[src/rtl/bump_nav_pkg.sv]
// Shared definitions for the bump-and-turn navigation controller.
// Contents: FSM state type, turn-direction type, motor decode constants,
// and a helper that sizes the maneuver tick timer.
package bump_nav_pkg;

  typedef enum logic [1:0] {
    ST_STOP,
    ST_FWD,
    ST_BACK,
    ST_TURN
  } state_t;

  typedef enum logic {
    TURN_LEFT,
    TURN_RIGHT
  } turn_dir_t;

  // Motor enables are active-low, directions are 1 = forward.
  typedef struct packed {
    logic le;
    logic re;
    logic ldir;
    logic rdir;
  } motor_t;

  localparam motor_t DEC_STOP   = motor_t'(4'b1111);
  localparam motor_t DEC_FWD    = motor_t'(4'b0011);
  localparam motor_t DEC_BACK   = motor_t'(4'b0000);
  localparam motor_t DEC_TURN_L = motor_t'(4'b0001);
  localparam motor_t DEC_TURN_R = motor_t'(4'b0010);

  // Timer must hold the doubled reverse length as well as the turn length.
  function automatic int timer_width(input int back_ticks, input int turn_ticks);
    return $clog2(2 * back_ticks + turn_ticks + 1);
  endfunction

endpackage

[src/rtl/bump_nav_ctrl_if.sv]
// Drive/sensor bundle of bump_nav_ctrl.
//   run            : drive enable (1 = go)
//   R_bump, L_bump : bumper switches, active-low, asynchronous
//   Le, Re         : motor enables, active-low
//   Ldir, Rdir     : motor directions, 1 = forward
//   busy           : high while reversing or turning
//   man_cnt        : saturating count of maneuvers started
// master = the side driving run/bumpers, slave = the controller.
interface bump_nav_ctrl_if #(
  parameter int CNT_W = 8
);

  logic             run;
  logic             R_bump;
  logic             L_bump;
  logic             Le;
  logic             Re;
  logic             Ldir;
  logic             Rdir;
  logic             busy;
  logic [CNT_W-1:0] man_cnt;

  modport master (
    output run, R_bump, L_bump,
    input  Le, Re, Ldir, Rdir, busy, man_cnt
  );

  modport slave (
    input  run, R_bump, L_bump,
    output Le, Re, Ldir, Rdir, busy, man_cnt
  );

endinterface

[src/rtl/bump_nav_ctrl_tick_gen.sv]
// tick_gen: free-running maneuver tick divider.
//   clk   : clock
//   reset : asynchronous active-low reset
//   clr   : synchronous restart at count 0
//   tick  : one-cycle pulse while the count sits at TICK_DIV-1
module tick_gen #(
  parameter int TICK_DIV = 2080000
) (
  input  logic clk,
  input  logic reset,
  input  logic clr,
  output logic tick
);

  localparam int CW = (TICK_DIV > 2) ? $clog2(TICK_DIV) : 1;
  localparam logic [CW-1:0] LAST = CW'(TICK_DIV - 1);

  logic [CW-1:0] cnt;

  always_ff @(posedge clk or negedge reset) begin
    if (!reset) begin
      cnt <= '0;
    end else if (clr || (cnt == LAST)) begin
      cnt <= '0;
    end else begin
      cnt <= cnt + 1'b1;
    end
  end

  // Not gated by clr: the controller derives clr from tick.
  assign tick = (cnt == LAST);

endmodule

[src/rtl/bump_nav_ctrl.sv]
// bump_nav_ctrl: bumper-driven navigation controller.
// Drives forward while run=1; on a bumper hit it reverses for BACK_TICKS
// ticks (doubled when both bumpers hit together), turns away for
// TURN_TICKS ticks, then resumes forward.
//   clk   : clock, all state on rising edge
//   reset : asynchronous active-low reset
//   bus   : bump_nav_ctrl_if.slave (run, bumpers in; motor controls,
//           busy and man_cnt out)
// Build option: define BUMP_DEBOUNCE_EN to require a bumper to stay low for
// DB_TICKS consecutive ticks before it is accepted.
module bump_nav_ctrl
  import bump_nav_pkg::*;
#(
  parameter int TICK_DIV   = 2080000,
  parameter int BACK_TICKS = 2,
  parameter int TURN_TICKS = 2,
  parameter int DB_TICKS   = 1,
  parameter int CNT_W      = 8
) (
  input logic            clk,
  input logic            reset,
  bump_nav_ctrl_if.slave bus
);

  localparam int TW = timer_width(BACK_TICKS, TURN_TICKS);

  if (TICK_DIV < 2) begin : g_bad_div
    $error("TICK_DIV must be >= 2");
  end
  if (BACK_TICKS < 1 || TURN_TICKS < 1) begin : g_bad_ticks
    $error("BACK_TICKS and TURN_TICKS must be >= 1");
  end
  if (DB_TICKS < 1) begin : g_bad_db
    $error("DB_TICKS must be >= 1");
  end

  // Bumper synchronizers; idle (released) value is high.
  logic [1:0] r_sync;
  logic [1:0] l_sync;

  always_ff @(posedge clk or negedge reset) begin
    if (!reset) begin
      r_sync <= '1;
      l_sync <= '1;
    end else begin
      r_sync <= {r_sync[0], bus.R_bump};
      l_sync <= {l_sync[0], bus.L_bump};
    end
  end

  logic tick;
  logic clr_tick;
  logic r_acc;
  logic l_acc;

  tick_gen #(
    .TICK_DIV(TICK_DIV)
  ) u_tick_gen (
    .clk  (clk),
    .reset(reset),
    .clr  (clr_tick),
    .tick (tick)
  );

`ifdef BUMP_DEBOUNCE_EN
  localparam int DB_W = $clog2(DB_TICKS + 1);
  localparam logic [DB_W-1:0] DB_FULL = DB_W'(DB_TICKS);

  logic [DB_W-1:0] db_r;
  logic [DB_W-1:0] db_l;

  // Count ticks seen while low; any high cycle restarts the count.
  always_ff @(posedge clk or negedge reset) begin
    if (!reset) begin
      db_r <= '0;
      db_l <= '0;
    end else begin
      if (r_sync[1]) begin
        db_r <= '0;
      end else if (tick && (db_r != DB_FULL)) begin
        db_r <= db_r + 1'b1;
      end
      if (l_sync[1]) begin
        db_l <= '0;
      end else if (tick && (db_l != DB_FULL)) begin
        db_l <= db_l + 1'b1;
      end
    end
  end

  assign r_acc = (db_r == DB_FULL);
  assign l_acc = (db_l == DB_FULL);
`else
  assign r_acc = ~r_sync[1];
  assign l_acc = ~l_sync[1];
`endif

  state_t           state;
  turn_dir_t        turn_dir;
  motor_t           mot;
  logic             busy_q;
  logic [TW-1:0]    timer;
  logic [CNT_W-1:0] man_cnt_q;

  logic enter_back;
  logic tmr_last;

  always_comb begin
    enter_back = (state == ST_FWD) && (r_acc || l_acc);
    tmr_last   = tick && (timer == TW'(1));
    clr_tick   = bus.run && (enter_back || ((state == ST_BACK) && tmr_last));
  end

  always_ff @(posedge clk or negedge reset) begin
    if (!reset) begin
      state     <= ST_STOP;
      turn_dir  <= TURN_LEFT;
      mot       <= DEC_STOP;
      busy_q    <= 1'b0;
      timer     <= '0;
      man_cnt_q <= '0;
    end else if (!bus.run) begin
      state  <= ST_STOP;
      mot    <= DEC_STOP;
      busy_q <= 1'b0;
    end else begin
      case (state)
        ST_STOP: begin
          state <= ST_FWD;
          mot   <= DEC_FWD;
        end
        ST_FWD: begin
          if (enter_back) begin
            state    <= ST_BACK;
            mot      <= DEC_BACK;
            busy_q   <= 1'b1;
            turn_dir <= r_acc ? TURN_LEFT : TURN_RIGHT;
            timer    <= (r_acc && l_acc) ? TW'(2 * BACK_TICKS) : TW'(BACK_TICKS);
            if (man_cnt_q != '1) begin
              man_cnt_q <= man_cnt_q + 1'b1;
            end
          end
        end
        ST_BACK: begin
          if (tmr_last) begin
            state <= ST_TURN;
            timer <= TW'(TURN_TICKS);
            mot   <= (turn_dir == TURN_LEFT) ? DEC_TURN_L : DEC_TURN_R;
          end else if (tick) begin
            timer <= timer - 1'b1;
          end
        end
        ST_TURN: begin
          if (tmr_last) begin
            state  <= ST_FWD;
            mot    <= DEC_FWD;
            busy_q <= 1'b0;
          end else if (tick) begin
            timer <= timer - 1'b1;
          end
        end
        default: begin
          state  <= ST_STOP;
          mot    <= DEC_STOP;
          busy_q <= 1'b0;
        end
      endcase
    end
  end

  assign bus.Le      = mot.le;
  assign bus.Re      = mot.re;
  assign bus.Ldir    = mot.ldir;
  assign bus.Rdir    = mot.rdir;
  assign bus.busy    = busy_q;
  assign bus.man_cnt = man_cnt_q;

endmodule
[src/flat_wrapper.sv]
// flat-port wrapper written by rule: the top's interface ports become plain ports
module bump_nav_ctrl_flat import bump_nav_pkg::*;
#(
  parameter int TICK_DIV   = 2080000,
  parameter int BACK_TICKS = 2,
  parameter int TURN_TICKS = 2,
  parameter int DB_TICKS   = 1,
  parameter int CNT_W      = 8
)
  (clk, reset, bus_run, bus_R_bump, bus_L_bump, bus_Le, bus_Re, bus_Ldir, bus_Rdir, bus_busy, bus_man_cnt);
  bump_nav_ctrl_if #(.CNT_W(CNT_W)) bus_i ();
  input logic clk;
  input logic reset;
  input wire logic [$bits(bus_i.run)-1:0] bus_run;
  input wire logic [$bits(bus_i.R_bump)-1:0] bus_R_bump;
  input wire logic [$bits(bus_i.L_bump)-1:0] bus_L_bump;
  output wire logic [$bits(bus_i.Le)-1:0] bus_Le;
  output wire logic [$bits(bus_i.Re)-1:0] bus_Re;
  output wire logic [$bits(bus_i.Ldir)-1:0] bus_Ldir;
  output wire logic [$bits(bus_i.Rdir)-1:0] bus_Rdir;
  output wire logic [$bits(bus_i.busy)-1:0] bus_busy;
  output wire logic [$bits(bus_i.man_cnt)-1:0] bus_man_cnt;
  assign bus_i.run = bus_run;
  assign bus_i.R_bump = bus_R_bump;
  assign bus_i.L_bump = bus_L_bump;
  assign bus_Le = bus_i.Le;
  assign bus_Re = bus_i.Re;
  assign bus_Ldir = bus_i.Ldir;
  assign bus_Rdir = bus_i.Rdir;
  assign bus_busy = bus_i.busy;
  assign bus_man_cnt = bus_i.man_cnt;
  bump_nav_ctrl #(.TICK_DIV(TICK_DIV), .BACK_TICKS(BACK_TICKS), .TURN_TICKS(TURN_TICKS), .DB_TICKS(DB_TICKS), .CNT_W(CNT_W)) u_core (.clk(clk), .reset(reset), .bus(bus_i));
endmodule
[config.mk]
export PLATFORM = sky130hd
export DESIGN_NAME = bump_nav_ctrl_flat
export DESIGN_NICKNAME = d
export VERILOG_FILES = /design/src/rtl/bump_nav_pkg.sv /design/src/rtl/bump_nav_ctrl_if.sv /design/src/rtl/bump_nav_ctrl_tick_gen.sv /design/src/rtl/bump_nav_ctrl.sv /design/src/flat_wrapper.sv
export SDC_FILE = /design/constraint.sdc
export NUM_CORES = 1
export LEC_CHECK = 0
export ABC_CLOCK_PERIOD_IN_PS = 2600
export CAP_MARGIN = 25
export CORE_MARGIN = 3
export CORE_UTILIZATION = 50
export CTS_BUF_LIST = sky130_fd_sc_hd__clkbuf_4
export DETAILED_ROUTE_END_ITERATION = 10
export PLACE_DENSITY = 0.7
export SYNTH_ARGS = -nofsm -noshare
export SYNTH_HDL_FRONTEND = slang
export SYNTH_SLANG_ARGS = --single-unit
[constraint.sdc]
create_clock -name clk -period 2.6 [get_ports clk]
set_input_delay 0.52 -clock clk [delete_from_list [all_inputs] [get_ports clk]]
set_output_delay 0.52 -clock clk [all_outputs]
set_load 0.01 [all_outputs]
==> results.cfg, run 1 <==
[die]
core_area_mm2 = 0.00409
die_h_um = 71.9
start_util_pct = 53.2
die_w_um = 71.9
die-area_mm2 = 0.00517
rows = 23
io_pins = 18

[cts]
cts_root_buf = clkbuf_4
htreeDepth = 2
cts_num_sinks = 43
cts_setup_buffers = 0
clk_latency_ns = 0.35
clockBufferDepth = 2
ctsResizeCount = 0
cts_tree = yes
clk_pin_slew_worst_paths_ns = 0.13
numCtsBuffers = 5

[yosys]
synth_flop_cell = dfrtp_1
postSynthAreaPerCell_um2 = 10.8
synthesis.nets = 215
yosysWarningCount = 0
synth_edf_count = 0
syn_inst = 201
seq_area_frac_synth_pct = 49.9
synth_top_cell_by_area = dfrtp_1
synth_cell_types = 45
synthTopCellsByArea = dfrtp_1, dfstp_2, xnor2_1, ha_1, nor2_1
synth_top_area_share_pct = 41.5
async_flop_share_pct = 100
ys_ff_latch = 43
synth_area_mm2 = 0.00217

[global_route]
grtUsageTotal_pct = 16.2
antenna_found_initial = 0
grt_pass1_vias = 1549
grt_max_degree = 44
grt_pass1_wl_um = 6730
grt-ovfl-total = 0

[timing]
tightest_slew_ns = 0.409
fmax_ghz = 0.508
fin_tns_setup_ns = 0
rsz0062_at_grt = false
hold_viol_final = 0
fin_crit_sh_pct = 75.8
fin_skew_ns = 0.00896
post-route-min-period_ns = 1.97
final_max_slew_viol_count = 0
slew_headroom_pct = 72.6
setup_viol = 0

[finish]
utilization_pct = 61.9
area_growth_pct = 16.5
antenna_cells = 0
drive_above_1_share_pct = 14.1
fillerInstances = 346
fin_nets = 240

[placed_design]
hpwl_um = 2790
place.gp.congestion = 0.817
io_buffers = 17

[critical_path]
arrival_ns = 1.45
critPathTopFamily = flip-flops
worstPathCellList = clkdlybuf4s50_1
slowest_stage = dfstp_2
worstSetupEndpointType = primary output
critPathLaunchType = flop
crit_required_ns = 2.08
worstSetupPathType = flop to primary output
cp_slowest_stage_delay_ns = 0.57
critical_path_peak_fanout = 3
crit_buf_inv = 1

[power]
pwr-share-clk_pct = 24.7
p_per_area_mw_per_mm2 = 831
p_int_uw = 1440
comb_power_share_pct = 29.6
p_sw_uw = 666
sw_frac_of_total_pct = 31.7
leakagePower_uw = 0.00113
vdd_drop_max_v = 0.000527
seqPwrFrac_pct = 45.7

[drt]
drtIter0Drc = 63
vias = 1507
drt_wl_total_um = 3850
final_antenna_net_count = 0
drtPass1Iterations = 4
route.detailed.drc = 0
vias_per_cell = 5.44
post_drt_wl_per_cell_um = 13.9

[outcome]
status = finished, final reports clean

[min_path]
hp-class = flop to flop

[run]
maxCapViolations = 0
final timing paths:
| kind | start | end | slack [ns] | cells past startpoint |
|---|---|---|---|---|
| min in group asynchronous | reset | u_core.timer[1] | 0.51 | 2 |
| worst max-delay path | u_core.bus.Re | bus_Le | 0.63 | 1 |
| worst min register to register | u_core.l_sync[0] | u_core.l_sync[1] | 0.37 | 0 |
| worst min-delay path | u_core.l_sync[0] | u_core.l_sync[1] | 0.37 | 0 |
| max in group asynchronous | reset | u_core.r_sync[1] | 1.58 | 3 |
| worst max register to register | u_core.state[1] | u_core.bus.man_cnt[1] | 0.64 | 6 |
per-stage QoR:
stage          worst slack [ns]  hold slack [ns]  cells  area, um^2  power, uW
2_1_floorplan             0.835            0.224    201        2170       1360
3_3_place_gp              0.436            0.346    267        2400       1560
3_5_place_dp              0.394            0.352    267        2400       1590
4_1_cts                   0.604            0.314    275        2500       2120
5_1_grt                   0.502            0.374    277        2530       2250
6_report                  0.630            0.369    277        2530       2100
final cells by class:
| cell class | count | area, um^2 | area share [%] |
|---|---|---|---|
| inverters | 8 | 30.0 | 1.19 |
| clock inverters | 3 | 67.6 | 2.67 |
| flip-flops and latches | 43 | 1080 | 42.9 |
| clock buffers | 5 | 37.5 | 1.48 |
| repair buffers | 20 | 203 | 8.01 |
| well taps | 50 | 62.6 | 2.47 |
| multi-input cells | 148 | 1050 | 41.3 |
power groups by stage:
stage / combinational, uW / clock (uW) / sequential (uW)
finish: 623 / 520 / 960
global route: 708 / 554 / 985
CTS: 629 / 531 / 957
detailed placement: 624 / 0 / 968
global placement: 602 / 0 / 958
floorplan: 395 / 0 / 964
kinds of logic after synthesis:
family / after synthesis / share of synthesized area (%)
multiplexers: 4 / 1.96
AO/OA/AOI/OAI: 19 / 7.20
flip-flops: 43 / 49.9
buffers and inverters: 10 / 1.96
AND/OR/NAND/NOR: 90 / 23.3
adder cells (fa/ha/maj): 9 / 5.18
XOR/XNOR: 26 / 10.5
cells in the final DEF, fill, tap and decap left out, types with 7 or more instances in the layout:
master	synthesis	final
xnor2_1	19	19
clkdlybuf4s50_1	0	16
nor2_1	24	24
nand3_1	12	12
inv_1	8	8
ha_1	9	9
nand2_1	14	14
xor2_1	7	7
dfrtp_1	36	36
dfstp_2	7	7
nor3_1	7	7
cells in the mapped netlist (2+ instances only):
master	count
and3_1	4
o211ai_1	2
dfstp_2	7
nor2_1	24
inv_1	8
nor2b_1	5
o22a_1	2
nand2_1	14
nor3_1	7
dfrtp_1	36
and2_1	4
mux2_2	2
and4_1	2
nand4_1	5
xor2_1	7
nand3_1	12
a21oi_1	4
mux2i_1	2
nand4_2	2
xnor2_1	19
ha_1	9
state kept, by name, summed over array words and instances (netlist names):
| register | flops |
|---|---|
| u_core.bus.Rdir | 1 |
| u_core.bus.Re | 1 |
| u_core.l_sync | 2 |
| u_core.bus.Ldir | 1 |
| u_core.u_tick_gen.cnt | 21 |
| u_core.r_sync | 2 |
| u_core.bus.busy | 1 |
| u_core.bus.man_cnt | 8 |
| u_core.turn_dir | 1 |
| u_core.state | 2 |
| u_core.timer | 3 |
routing by layer:
layer / GRT usage (%) / vias up / wire (um)
li1: - / 741 / -
met1: 20.7 / 735 / 1780
met3: 3.60 / 7 / 125
met4: 5.43 / 0 / 53
met5: 0 / - / 0
met2: 27.4 / 24 / 1890
timing repair:
item	in CTS	in global routing
setup endpoints to repair	0	0
endpoints found under the hold margin	0	4
hold buffers	0	1
Power figures use the tool's default switching activity.
==> inputs of run 2 (changes only) <==
--- a/config.mk
+++ b/config.mk
@@ -5,7 +5,7 @@
 export SDC_FILE = /design/constraint.sdc
 export NUM_CORES = 1
 export LEC_CHECK = 0
-export ABC_CLOCK_PERIOD_IN_PS = 2600
+export ABC_CLOCK_PERIOD_IN_PS = 1900
 export CAP_MARGIN = 25
 export CORE_MARGIN = 3
 export CORE_UTILIZATION = 50
==> constraint.sdc (replaced) <==
create_clock -name clk -period 1.9 [get_ports clk]
set_input_delay 0.38 -clock clk [delete_from_list [all_inputs] [get_ports clk]]
set_output_delay 0.38 -clock clk [all_outputs]
set_load 0.01 [all_outputs]
==> results.cfg, run 2 (synthesized netlist as in run 1, its figures left out) <==
[run]
maxCapViolations = 0

[die]
die_h_um = 71.9
die-area_mm2 = 0.00517
rows = 23
start_util_pct = 53.2
io_pins = 18
die_w_um = 71.9
core_area_mm2 = 0.00409

[timing]
hold_viol_final = 0
hold-worst-slack_ns = 0.0516
tightest_slew_ns = 0.532
setup_viol = 0
post-route-min-period_ns = 1.83
final_max_slew_viol_count = 0
fin_crit_sh_pct = 96.5
fmax_ghz = 0.546
rsz0062_at_grt = false
fin_skew_ns = 0.00786
slew_headroom_pct = 64.6

[drt]
drtPass1Iterations = 4
post_drt_wl_per_cell_um = 13.4
drt_wl_total_um = 3820
drtIter0Drc = 53
vias_per_cell = 5.29
route.detailed.drc = 0
final_antenna_net_count = 0
vias = 1509

[placed_design]
io_buffers = 17
placedCellCount = 276
hpwl_um = 2840
place.gp.congestion = 0.821

[finish]
largest_register_ffs = 21
fin_cells = 285
drive_above_1_share_pct = 18.7
fillerInstances = 347
layout_common_cells = dfrtp_1, nor2_1, xnor2_1
fin_nets = 248
antenna_cells = 0
regMostFlops = u_core.u_tick_gen.cnt
area_growth_pct = 16.7
mostFrequentLayoutCell = dfrtp_1

[min_path]
hp-class = input port to async pin

[cts]
cts_root_buf = clkbuf_4
ctsHoldBuffers = 0
clk_latency_ns = 0.36
cts_tree = yes
clockBufferDepth = 2
clk_pin_slew_worst_paths_ns = 0.12
htreeDepth = 2
numCtsBuffers = 5
cts_num_sinks = 43

[critical_path]
critical_path_peak_fanout = 3
rr_worst_depth = 7
worstSetupEndpointType = primary output
critPathLaunchType = flop
crit_required_ns = 1.52
arrival_ns = 1.45
cp_num_cells = 1
crit_buf_inv = 1
worstSetupPathType = flop to primary output
slowest_stage = dfstp_2
worstPathCellList = clkdlybuf4s50_1
critPathTopFamily = flip-flops
cp_slowest_stage_delay_ns = 0.56
rrSetupSlack_ns = 0.13

[global_route]
grt_pass1_wl_um = 6890
grtUsageTotal_pct = 16.9
grt_pass1_vias = 1502
antenna_found_initial = 0
grt-ovfl-total = 0
grt_max_degree = 44

[power]
vdd_drop_max_v = 0.000731
finalPower_uw = 2700
p_per_area_mw_per_mm2 = 1060
leakagePower_uw = 0.00114

[outcome]
status = finished, final reports clean
[run 2: cell count changes in the layout (fill, tap and decap cells not counted), sizes merged]
cell         before  now
clkinv            0    1
clkinvlp          1    2
buf               3   12
dlygate4sd3       1    0
bufinv            2    0
[run 2: routing by layer]
metal	track usage (%)	wire, um	vias up
met5	0	0	-
met4	4.38	48	0
met3	5.26	138	6
met2	29.4	1890	18
met1	20.4	1740	728
li1	-	-	757
[run 2: power breakdown]
| part | switching [uW] | leakage, uW | total (uW) | internal (uW) |
|---|---|---|---|---|
| combinational | 433 | 0.000565 | 944 | 510 |
| sequential | 197 | 0.000551 | 1310 | 1110 |
| clock | 300 | 0.0000272 | 441 | 141 |
[run 2: what timing repair did]
| item | 4_1_cts | 5_1_grt |
|---|---|---|
| buffers inserted | 0 | 1 |
| hold endpoints to repair | 0 | 0 |
| setup endpoints to repair | 0 | 4 |
| resized for setup | 0 | 3 |
[run 2: path summary, 6_finish.rpt]
check / startpoint / to
max reg2reg: u_core.state[1] / u_core.bus.man_cnt[1]
min in group clk: u_core.r_sync[0] / u_core.r_sync[1]
min: reset / u_core.u_tick_gen.cnt[17]
max: u_core.bus.Re / bus_Re
min reg2reg: u_core.r_sync[0] / u_core.r_sync[1]
max in group asynchronous: reset / u_core.bus.Ldir
[run 2: layout make-up]
cell class | instances | area (um^2) | area share, %
flip-flops and latches | 43 | 1080 | 42.8
inverters | 8 | 30.0 | 1.18
multi-input cells | 148 | 1050 | 41.5
well taps | 50 | 62.6 | 2.47
clock inverters | 3 | 20.0 | 0.789
repair buffers | 28 | 248 | 9.77
clock buffers | 5 | 37.5 | 1.48
[run 2: through the flow]
step | TNS, ns | instance area (um^2) | worst slack, ns | util (%)
6_report | 0 | 2540 | 0.0674 | 62.1
5_1_grt | 0 | 2540 | 0.0122 | 62.1
4_1_cts | 0 | 2520 | 0.0341 | 61.7
3_3_place_gp | 0 | 2460 | 0.00301 | 60.3
3_5_place_dp | -0.0295 | 2460 | -0.0295 | 60.3
2_1_floorplan | 0 | 2170 | 0.135 | -
==> inputs of run 3 (changes only) <==
--- a/config.mk
+++ b/config.mk
@@ -12,6 +12,7 @@
 export CTS_BUF_LIST = sky130_fd_sc_hd__clkbuf_4
 export DETAILED_ROUTE_END_ITERATION = 10
 export PLACE_DENSITY = 0.7
+export SKIP_CTS_REPAIR_TIMING = 1
 export SYNTH_ARGS = -nofsm -noshare
 export SYNTH_HDL_FRONTEND = slang
 export SYNTH_SLANG_ARGS = --single-unit
==> results of run 3 <==
No change in the layout: final DEF, timing and power equal those of run 2.
